$ cat config.mk
export PLATFORM = sky130hd
export DESIGN_NAME = add_sub_serial
export DESIGN_NICKNAME = d
export VERILOG_FILES = /design/src/rtl/add_sub_serial.sv
export SDC_FILE = /design/constraint.sdc
export NUM_CORES = 1
export LEC_CHECK = 0
export BUFFER_PORTS_ARGS = -buffer_cell sky130_fd_sc_hd__buf_2
export CAP_MARGIN = 10
export CORE_MARGIN = 5
export CORE_UTILIZATION = 55
export CTS_BUF_LIST = sky130_fd_sc_hd__clkbuf_4 sky130_fd_sc_hd__clkbuf_8
export DETAILED_ROUTE_END_ITERATION = 8
export GPL_TIMING_DRIVEN = 0
export PLACE_DENSITY = 0.77
export SYNTH_ARGS = -nofsm -noshare
export SYNTH_HDL_FRONTEND = slang
export SYNTH_SLANG_ARGS = --single-unit
$ cat constraint.sdc
create_clock -name clk -period 5.05 [get_ports clk]
set_clock_uncertainty 0.05 [all_clocks]
set_input_delay 1.01 -clock clk [delete_from_list [all_inputs] [get_ports clk]]
set_output_delay 1.01 -clock clk [all_outputs]
set_load 0.01 [all_outputs]
$ cat src/rtl/add_sub_serial.sv
// add_sub_serial: multi-cycle two's-complement add/sub, CHUNK bits per clock, valid/ready on both sides
module add_sub_serial #(
    parameter int N     = 16,
    parameter int CHUNK = 4
) (
    input  logic         clk,
    input  logic         reset,
    input  logic         inValid,
    output logic         inReady,
    input  logic [N-1:0] a,
    input  logic [N-1:0] b,
    input  logic         op,
    input  logic         sat,
    output logic         outValid,
    input  logic         outReady,
    output logic [N-1:0] c,
    output logic         cOut,
    output logic         cPenult,
    output logic         ovf
);
    localparam int NCH = N / CHUNK;
    localparam int CW  = NCH > 1 ? $clog2(NCH) : 1;

    typedef enum logic [1:0] {IDLE, COMPUTE, DONE} state_t;

    state_t           state, state_n;
    logic [N-1:0]     ra, rb, acc, sum_n;
    logic [CHUNK-1:0] s;
    logic [CW-1:0]    cnt;
    logic             rsat, carry, cy, cp, ov, accept, last;

    assign inReady = (state == IDLE) | (state == DONE & outReady);

    // Slice adder, merged partial sum, final-slice flags and next state.
    // Carry into bit N-1 is recovered from the top sum bit: s = a ^ b ^ cin.
    always_comb begin
        accept = inValid & inReady;
        last = cnt == CW'(NCH - 1);
        {cy, s} = {1'b0, ra[cnt*CHUNK +: CHUNK]} + {1'b0, rb[cnt*CHUNK +: CHUNK]} + {{CHUNK{1'b0}}, carry};
        sum_n = acc;
        sum_n[cnt*CHUNK +: CHUNK] = s;
        cp = s[CHUNK-1] ^ ra[N-1] ^ rb[N-1];
        ov = cy ^ cp;
        state_n = (state == COMPUTE) ? (last ? DONE : COMPUTE) :
                  accept ? COMPUTE :
                  (state == DONE && outReady) ? IDLE : state;
    end

    // Operand capture, per-slice accumulation and the registered result/flags.
    always_ff @(posedge clk) begin
        if (reset) begin
            state    <= IDLE;
            cnt      <= '0;
            carry    <= 1'b0;
            acc      <= '0;
            c        <= '0;
            cOut     <= 1'b0;
            cPenult  <= 1'b0;
            ovf      <= 1'b0;
            outValid <= 1'b0;
        end else begin
            state <= state_n;
            if (accept) begin
                ra    <= a;
                rb    <= op ? ~b : b;
                rsat  <= sat;
                carry <= op;
                cnt   <= '0;
                acc   <= '0;
            end else if (state == COMPUTE) begin
                acc   <= sum_n;
                carry <= cy;
                cnt   <= cnt + 1'b1;
            end
            if (state == COMPUTE && last) begin
                c        <= (rsat && ov) ? (cy ? {1'b1, {(N-1){1'b0}}} : {1'b0, {(N-1){1'b1}}}) : sum_n;
                cOut     <= cy;
                cPenult  <= cp;
                ovf      <= ov;
                outValid <= 1'b1;
            end else if (state == DONE && outReady) begin
                outValid <= 1'b0;
            end
        end
    end
endmodule
Word-level counts from Yosys, hierarchy flattened
Index checks and enable logic that the tools add are counted.
Widths: inputs -> output; s select.
{"block": "op_classes", "n_eq_ne": 3, "muxes": 12, "bitwise_logic": 8, "n_reduce_logical": 9, "shift": 4, "add_sub_neg": 4}
{"op": "$mux 16", "count": 3}
{"op": "$neg 4->34", "count": 1}
{"op": "$shift 4x34->16 const A", "count": 1}
{"op": "$shiftx 4x34->16", "count": 1}
{"op": "$shiftx 16x5->4", "count": 2}
{"op": "$bwmux 16", "count": 1}
{"op": "$not 16->16", "count": 1}
{"op": "$mux 2", "count": 4}
{"op": "$add 4x4->5", "count": 1}
{"op": "$add 5x1->5", "count": 1}
{"op": "$eq 2x2->1 const B", "count": 2}
{"op": "$mux 1", "count": 4}
{"op": "$reduce_bool 2->1", "count": 2}
{"op": "$logic_and 1x1->1", "count": 3}
{"op": "$reduce_bool 3->1", "count": 1}
{"op": "$xor 1x1->1", "count": 3}
{"op": "$add 2x1->2 const B", "count": 1}
{"op": "$and 1x1->1", "count": 2}
{"op": "$eq 2x1->1 const B", "count": 1}
{"op": "$logic_not 2->1", "count": 1}
{"op": "$reduce_and 2->1", "count": 1}
{"op": "$reduce_or 2->1", "count": 1}
{"op": "$not 1->1", "count": 1}
{"op": "$or 1x1->1", "count": 1}
{"block": "word_totals", "ff_bits": 74, "elab_cells": 52, "input_bits": 38}

Depth between registers and ports, before layout
Gate-level depths: netlist (run 1).
{"block": "logic_depth", "ltp_word": 8, "mapped_depth": 10}

Worst setup path after synthesis (run 1)
OpenSTA, ideal clock, no wires.
{"block": "synth_path", "kind": "register -> register", "startpoint": "register cnt[0]", "endpoint": "register c[13]", "arrival_ns": 3.328, "setup_slack_ns": 1.592, "required_time_ns": 4.921, "path_stages_with_launch": 11, "path_cell_list": "dfxtp_1 -> buf_2 -> mux4_2 -> fa_1 -> fa_1 -> a21o_1 -> a21oi_1 -> inv_1 -> a41o_4 -> buf_6 -> a211oi_2"}
{"block": "synth_via", "elab_chain_cells": 8, "word_cells_on_any_way": 16}
{"element": "start, declared", "line": "29", "rtl": "logic [CW-1:0] cnt;"}
{"element": "start signal, assigned", "line": "73", "rtl": "cnt <= cnt + 1'b1;"}
{"element": "$shiftx 16x5->4", "line": "39", "rtl": "{cy, s} = {1'b0, ra[cnt*CHUNK +: CHUNK]} + {1'b0, rb[cnt*CHUNK +: CHUNK]} + {{CHUNK{1'b0}}, carry};"}
{"element": "$add 4x4->5", "line": "39"}
{"element": "$add 5x1->5", "line": "39"}
{"element": "$xor 1x1->1 (2 in a row)", "line": "42", "rtl": "cp = s[CHUNK-1] ^ ra[N-1] ^ rb[N-1];"}
{"element": "$xor 1x1->1", "line": "43", "rtl": "ov = cy ^ cp;"}
{"element": "$logic_and 1x1->1", "line": "76", "rtl": "c <= (rsat && ov) ? (cy ? {1'b1, {(N-1){1'b0}}} : {1'b0, {(N-1){1'b1}}}) : sum_n;"}
{"element": "$mux 16", "line": "76"}
{"element": "end signal, assigned", "line": "76"}
{"element": "end, declared", "line": "16", "rtl": "output logic [N-1:0] c,"}
Parallel ways exist; a longest one is shown, timed or not.
A chain may end at the register's enable or synchronous reset.

Worst setup path in the final report (run 1)
{"block": "layout_path", "startpoint": "register cnt[0]", "endpoint": "register c[8]"}
Same word-level chain as after synthesis.

==> results of run 1 <==
## power by group
part | internal, mW | switching [mW]
registers | 0.625 | 0.00919
logic | 0.0807 | 0.110
clock network | 0.183 | 0.226
## flip-flops by register name, indices dropped and copies added (netlist names)
signal    cells
c            16
ra           16
rb           16
acc          13
cnt           2
state         2
cOut          1
cPenult       1
carry         1
outValid      1
ovf           1
rsat          1
## worst register-to-register path, cell delays in order (launching register included)
cell	delay, ps
dfxtp_1	440
buf_2	360
mux4_2	610
fa_1	440
fa_1	420
a21o_1	200
a21oi_1	500
nand2_1	120
o21a_2	250
buf_4	200
a211oi_2	200
## final timing paths
check         start  endpoint  slack (ps)  depth (start not counted)
min reg2reg     ovf       ovf         440                          2
max reg2reg  cnt[0]      c[8]        1190                         10
min             ovf       ovf         440                          2
max          cnt[0]      c[8]        1190                         10
## layer usage
metal	up-vias	track usage	wire [µm]
met4	0	0.0893	117
met5	-	0	0
met2	66	0.315	3270
met3	13	0.0530	454
li1	1117	-	-
met1	1055	0.226	2590
## synthesized netlist by cell type, types with 2 or more instances
master,number,share of area
fa_1,2,0.012
clkbuf_1,8,0.0092
o211ai_1,2,0.0046
nand3b_1,2,0.0046
nor2b_1,14,0.027
a211oi_1,16,0.037
xor2_1,17,0.045
a22oi_1,4,0.0092
and2_1,4,0.0076
a211oi_2,10,0.038
dfxtp_1,38,0.23
inv_1,4,0.0046
ha_1,8,0.031
nand3_1,2,0.0031
nand2_1,12,0.014
mux4_2,8,0.055
edfxtp_1,33,0.30
nor2_1,36,0.041
nor3_1,3,0.0046
buf_2,3,0.0046
xnor2_1,3,0.0080
buf_6,2,0.0069
a21oi_1,20,0.031
o21ai_0,2,0.0031
## cell type report
cell class,instances,area share
plain buffers,14,0.0195
well taps,75,0.0244
flip-flops and latches,71,0.456
inverters,4,0.00391
multi-input cells,183,0.375
repair buffers,57,0.0742
clock buffers,9,0.0322
clock inverters,7,0.0147
## kinds of logic after synthesis
logic type      count (synthesis)  synth area share
buf+inv                        18            0.0275
xor+xnor                       23            0.0718
compound gates                 60             0.143
mux                             9            0.0581
fa+ha+maj                      10            0.0428
simple gates                   81             0.122
flops                          71             0.535
==> flow_summary.json, run 1 <==
{
  "cts_tree": "yes",
  "finalHoldViolations": 0,
  "pwr_density_cell_nw_per_um2": 321,
  "cts_setup_buffers": 0,
  "grt_overflow_total": 0,
  "synth_edf_count": 33,
  "critPathTopFamily": "compound AO/OA/AOI/OAI gates",
  "drv_slew": 0,
  "ctsResizeCount": 0,
  "start_util": 0.560,
  "dieArea_um2": 7600,
  "synth-async-reset-ratio": 0,
  "core_um2": 5850,
  "clock_latency_ps": 340,
  "track_usage": 0.189,
  "setup_tns_ps": 0,
  "fp.dieW_um": 87.2,
  "cts.sinks": 71,
  "ir_drop_uv": 208,
  "cpPeakStageDelay_ps": 600,
  "regArea_um2": 1750,
  "area_growth_pct": 17.3,
  "whs_ps": 436,
  "nets": 388,
  "cap_viol_max_count": 0,
  "place.detailed.hpwl_um": 4760,
  "die_h_um": 87.2,
  "final_core_util": 0.657,
  "cp_data_arrival_time_ps": 4070,
  "cts_buffers": 9,
  "crit_path_max_fanout": 10,
  "cp_common_cell": "fa_1",
  "cp_slowest_cell": "mux4_2",
  "finalCritPeriodShare": 0.764,
  "total_power_mw": 1.23,
  "rsz0062_at_grt": "false",
  "first_global_vias": 2367,
  "synth_cell_types": 43,
  "p_leak_nw": 1.44,
  "cts_root_buf": "clkbuf_8",
  "ios": 59,
  "antenna_cells": 0,
  "slew_headroom": 0.422,
  "min_path_type": "reg2reg",
  "dr_total_vias": 2251,
  "cp-start-kind": "flop",
  "via_per_inst": 5.36,
  "firstDrtPassIters": 4,
  "netlist_area_um2": 3280,
  "wire_per_inst_um": 15.3,
  "htree_levels": 3,
  "syn_area_per_cell_um2": 12.0,
  "pre_cts_slack_ps": 1210,
  "worst_slack_ps": 1190,
  "multi_input_area_um2": 1440,
  "drive_gt1_frac": 0.310,
  "cts.clk_slew.worst_paths_ps": 80,
  "gp_congestion": 0.885,
  "instances_no_fill": 420,
  "cts_buffer_depth": 2,
  "synth-seq-cells": 71,
  "ant_nets": 0,
  "synth_nets": 320,
  "postSynthCellCount": 272,
  "final_area_um2": 3840,
  "grt_start_max_net_pins": 34,
  "final_common_cell": "buf_2",
  "most-common-layout-cells": "buf_2, dfxtp_1, nor2_1",
  "crit_type": "reg2reg",
  "max_freq_mhz": 259,
  "setup_viol_count_final": 0,
  "worstPathRequired_ps": 5270,
  "yosysSeqAreaShare": 0.535,
  "fin_crit_ps": 3860,
  "rows": 28,
  "path_cells": "buf_2 > mux4_2 > fa_1 > fa_1 > a21o_1 > a21oi_1 > nand2_1 > o21a_2 > buf_4 > a211oi_2",
  "synth-main-ff-cell": "dfxtp_1",
  "drc": 0,
  "holdBufCountCts": 0,
  "drt_wl_total_um": 6430,
  "first_iter_violations": 160,
  "nFillCells": 455,
  "antenna_found_initial": 0,
  "crit_buf_inv": 2,
  "grt_pass1_wl_um": 11000,
  "dp_cells": 404,
  "worstSetupEndpointType": "flop",
  "tightest_slew_ps": 856,
  "status": "finished, final reports clean",
  "ys_warn_count": 0,
  "dpl_cell_area_um2": 3660,
  "io_buffer_count": 57
}
(Power assumes the default switching activity.)
==> inputs of run 2 (changes only) <==
CORE_UTILIZATION = 52   (was 55)
PLACE_DENSITY = 0.76   (was 0.77)
clock period = 3.14 ns   (was 5.05 ns; I/O delays follow)
==> run 2 against run 1 <==
  * Flip-flop and latch count stayed put
  * Design area is 5.7% higher
  * Setup slack worse by 1100 ps
  * Critical path depth stayed put
  * Core utilization is 0.58 points lower
  * Power is 71% higher
  * Final cell count is 5.0% higher
  * Clock-buffer cell count is 1 higher
  * Largest power group unchanged
==> flow_summary.json, run 2 (synthesis results as in run 1) <==
{
  "status": "finished, final reports clean",
  "finalHoldViolations": 0,
  "finalCritPeriodShare": 0.964,
  "seqPwrFrac": 0.484,
  "firstDrtPassIters": 4,
  "gp_congestion": 0.850,
  "start_util": 0.525,
  "cts.sinks": 71,
  "cp-start-kind": "flop",
  "path_cells": "buf_12 > mux4_2 > fa_2 > fa_2 > a21o_1 > a21oi_4 > inv_1 > a41o_4 > buf_6 > a211oi_2",
  "max_freq_mhz": 330,
  "cp_common_cell": "fa_2",
  "cts_buffer_depth": 2,
  "worstSetupEndpointType": "flop",
  "cp_slowest_cell": "mux4_2",
  "grt_start_max_net_pins": 34,
  "crit_type": "reg2reg",
  "drv_slew": 0,
  "cp_data_arrival_time_ps": 3240,
  "dr_total_vias": 2331,
  "via_per_inst": 5.29,
  "drc": 0,
  "total_power_mw": 2.11,
  "area_growth_pct": 24.0,
  "cts.clk_slew.worst_paths_ps": 80,
  "io_buffer_count": 57,
  "final_common_cell": "buf_2",
  "die_h_um": 89.4,
  "fp.dieW_um": 89.4,
  "slew_headroom": 0.406,
  "min_path_type": "in2reg",
  "clock_latency_ps": 340,
  "track_usage": 0.177,
  "clkPwrFrac": 0.338,
  "ant_nets": 0,
  "cts_tree": "yes",
  "place.detailed.hpwl_um": 4540,
  "power.internal_mw": 1.56,
  "cap_viol_max_count": 0,
  "crit_path_max_fanout": 10,
  "core_um2": 6240,
  "drt_wl_total_um": 6490,
  "pwr_density_cell_nw_per_um2": 518,
  "reg_top3": "c (16), ra (16), rb (16)",
  "setup_viol_count_final": 0,
  "cpPeakStageDelay_ps": 520,
  "nets": 407,
  "drive_gt1_frac": 0.360,
  "grt_pass1_wl_um": 10600,
  "switchingPower_uw": 550,
  "p_leak_nw": 1.56,
  "first_global_vias": 2280,
  "rows": 29,
  "dieArea_um2": 7990,
  "rsz0062_at_grt": "true",
  "ir_drop_uv": 384,
  "tightest_slew_ps": 880,
  "ios": 59,
  "worstPathRequired_ps": 3350,
  "fin_crit_ps": 3030,
  "p_comb_frac": 0.178,
  "htree_levels": 3,
  "antenna_cells": 0,
  "antenna_found_initial": 0,
  "first_iter_violations": 173,
  "cts_buffers": 9,
  "cts_root_buf": "clkbuf_8",
  "wire_per_inst_um": 14.7,
  "setup_tns_ps": 0,
  "grt_overflow_total": 0,
  "swShare": 0.261,
  "holdBufCountCts": 0,
  "most-common-layout-cells": "buf_2, dfxtp_1, nor2_1"
}
==> run 2: cell types whose count changed in the layout (fill, tap and decap cells not counted), sizes merged <==
cell	before	now
bufinv	0	1
inv	7	4
clkinvlp	4	3
buf	63	81
clkinv	0	2
clkbuf	17	19
==> run 2: layout make-up <==
| cell class | count | area (µm²) |
|---|---|---|
| Fill cell | 499 | 2180 |
| Sequential cell | 71 | 1760 |
| Multi-Input combinational cell | 183 | 1480 |
| Timing Repair Buffer | 76 | 429 |
| Clock buffer | 10 | 131 |
| Buffer | 14 | 97.6 |
| Tap cell | 77 | 96.3 |
| Clock inverter | 6 | 61.3 |
| Inverter | 4 | 15.0 |
==> run 2: power by group through the flow <==
| stage | clock (mW) | combinational [mW] | sequential [mW] |
|---|---|---|---|
| after floorplan | 0 | 0.234 | 1.04 |
| after global placement | 0 | 0.306 | 1.04 |
| after detailed placement | 0 | 0.315 | 1.04 |
| after CTS | 0.721 | 0.350 | 1.02 |
| after global routing | 0.762 | 0.411 | 1.02 |
| final | 0.712 | 0.375 | 1.02 |
==> run 2: final timing paths <==
path                            startpoint     end  slack [ps]  depth (start not counted)
worst max-delay path                cnt[0]   c[13]         110                         10
worst min-delay path                 a[11]  ra[11]         410                          1
worst max register to register      cnt[0]   c[13]         110                         10
worst min register to register         ovf     ovf         440                          2
==> run 2: per-stage QoR <==
stage,instance area (µm²),setup WS [ps],instances,utilization,hold slack (ps)
after floorplan,3290,42.6,272,-,408
after global placement,3680,-428,406,0.589,418
after detailed placement,3680,-322,406,0.590,429
after CTS,3970,43.0,431,0.635,392
after global routing,4060,-23.0,441,0.651,387
final,4060,112,441,0.651,406
==> run 2: what timing repair did <==
action / in CTS / in global routing
endpoints found under the setup margin: 16 / 13
pin swaps: 1 / 6
resized for setup: 7 / 5
setup buffers: 9 / 10
hold endpoints to repair: 0 / 0
==> run 2: routing by layer <==
metal / wire length, µm / vias up / track usage / part of all wire
met5: 0 / - / 0 / 0
met1: 2700 / 1108 / 0.213 / 0.42
met4: 70 / 0 / 0.0798 / 0.011
li1: - / 1159 / - / -
met3: 393 / 6 / 0.0415 / 0.061
met2: 3320 / 58 / 0.300 / 0.51
==> run 2: worst max-delay path: cells and delay by family (launching register included) <==
family / cells / cell delay (ps)
muxes: 1 / 520
adders and majority gates: 2 / 780
DFF: 1 / 380
buffers and inverters: 3 / 360
AOI/OAI and AO/OA: 4 / 850
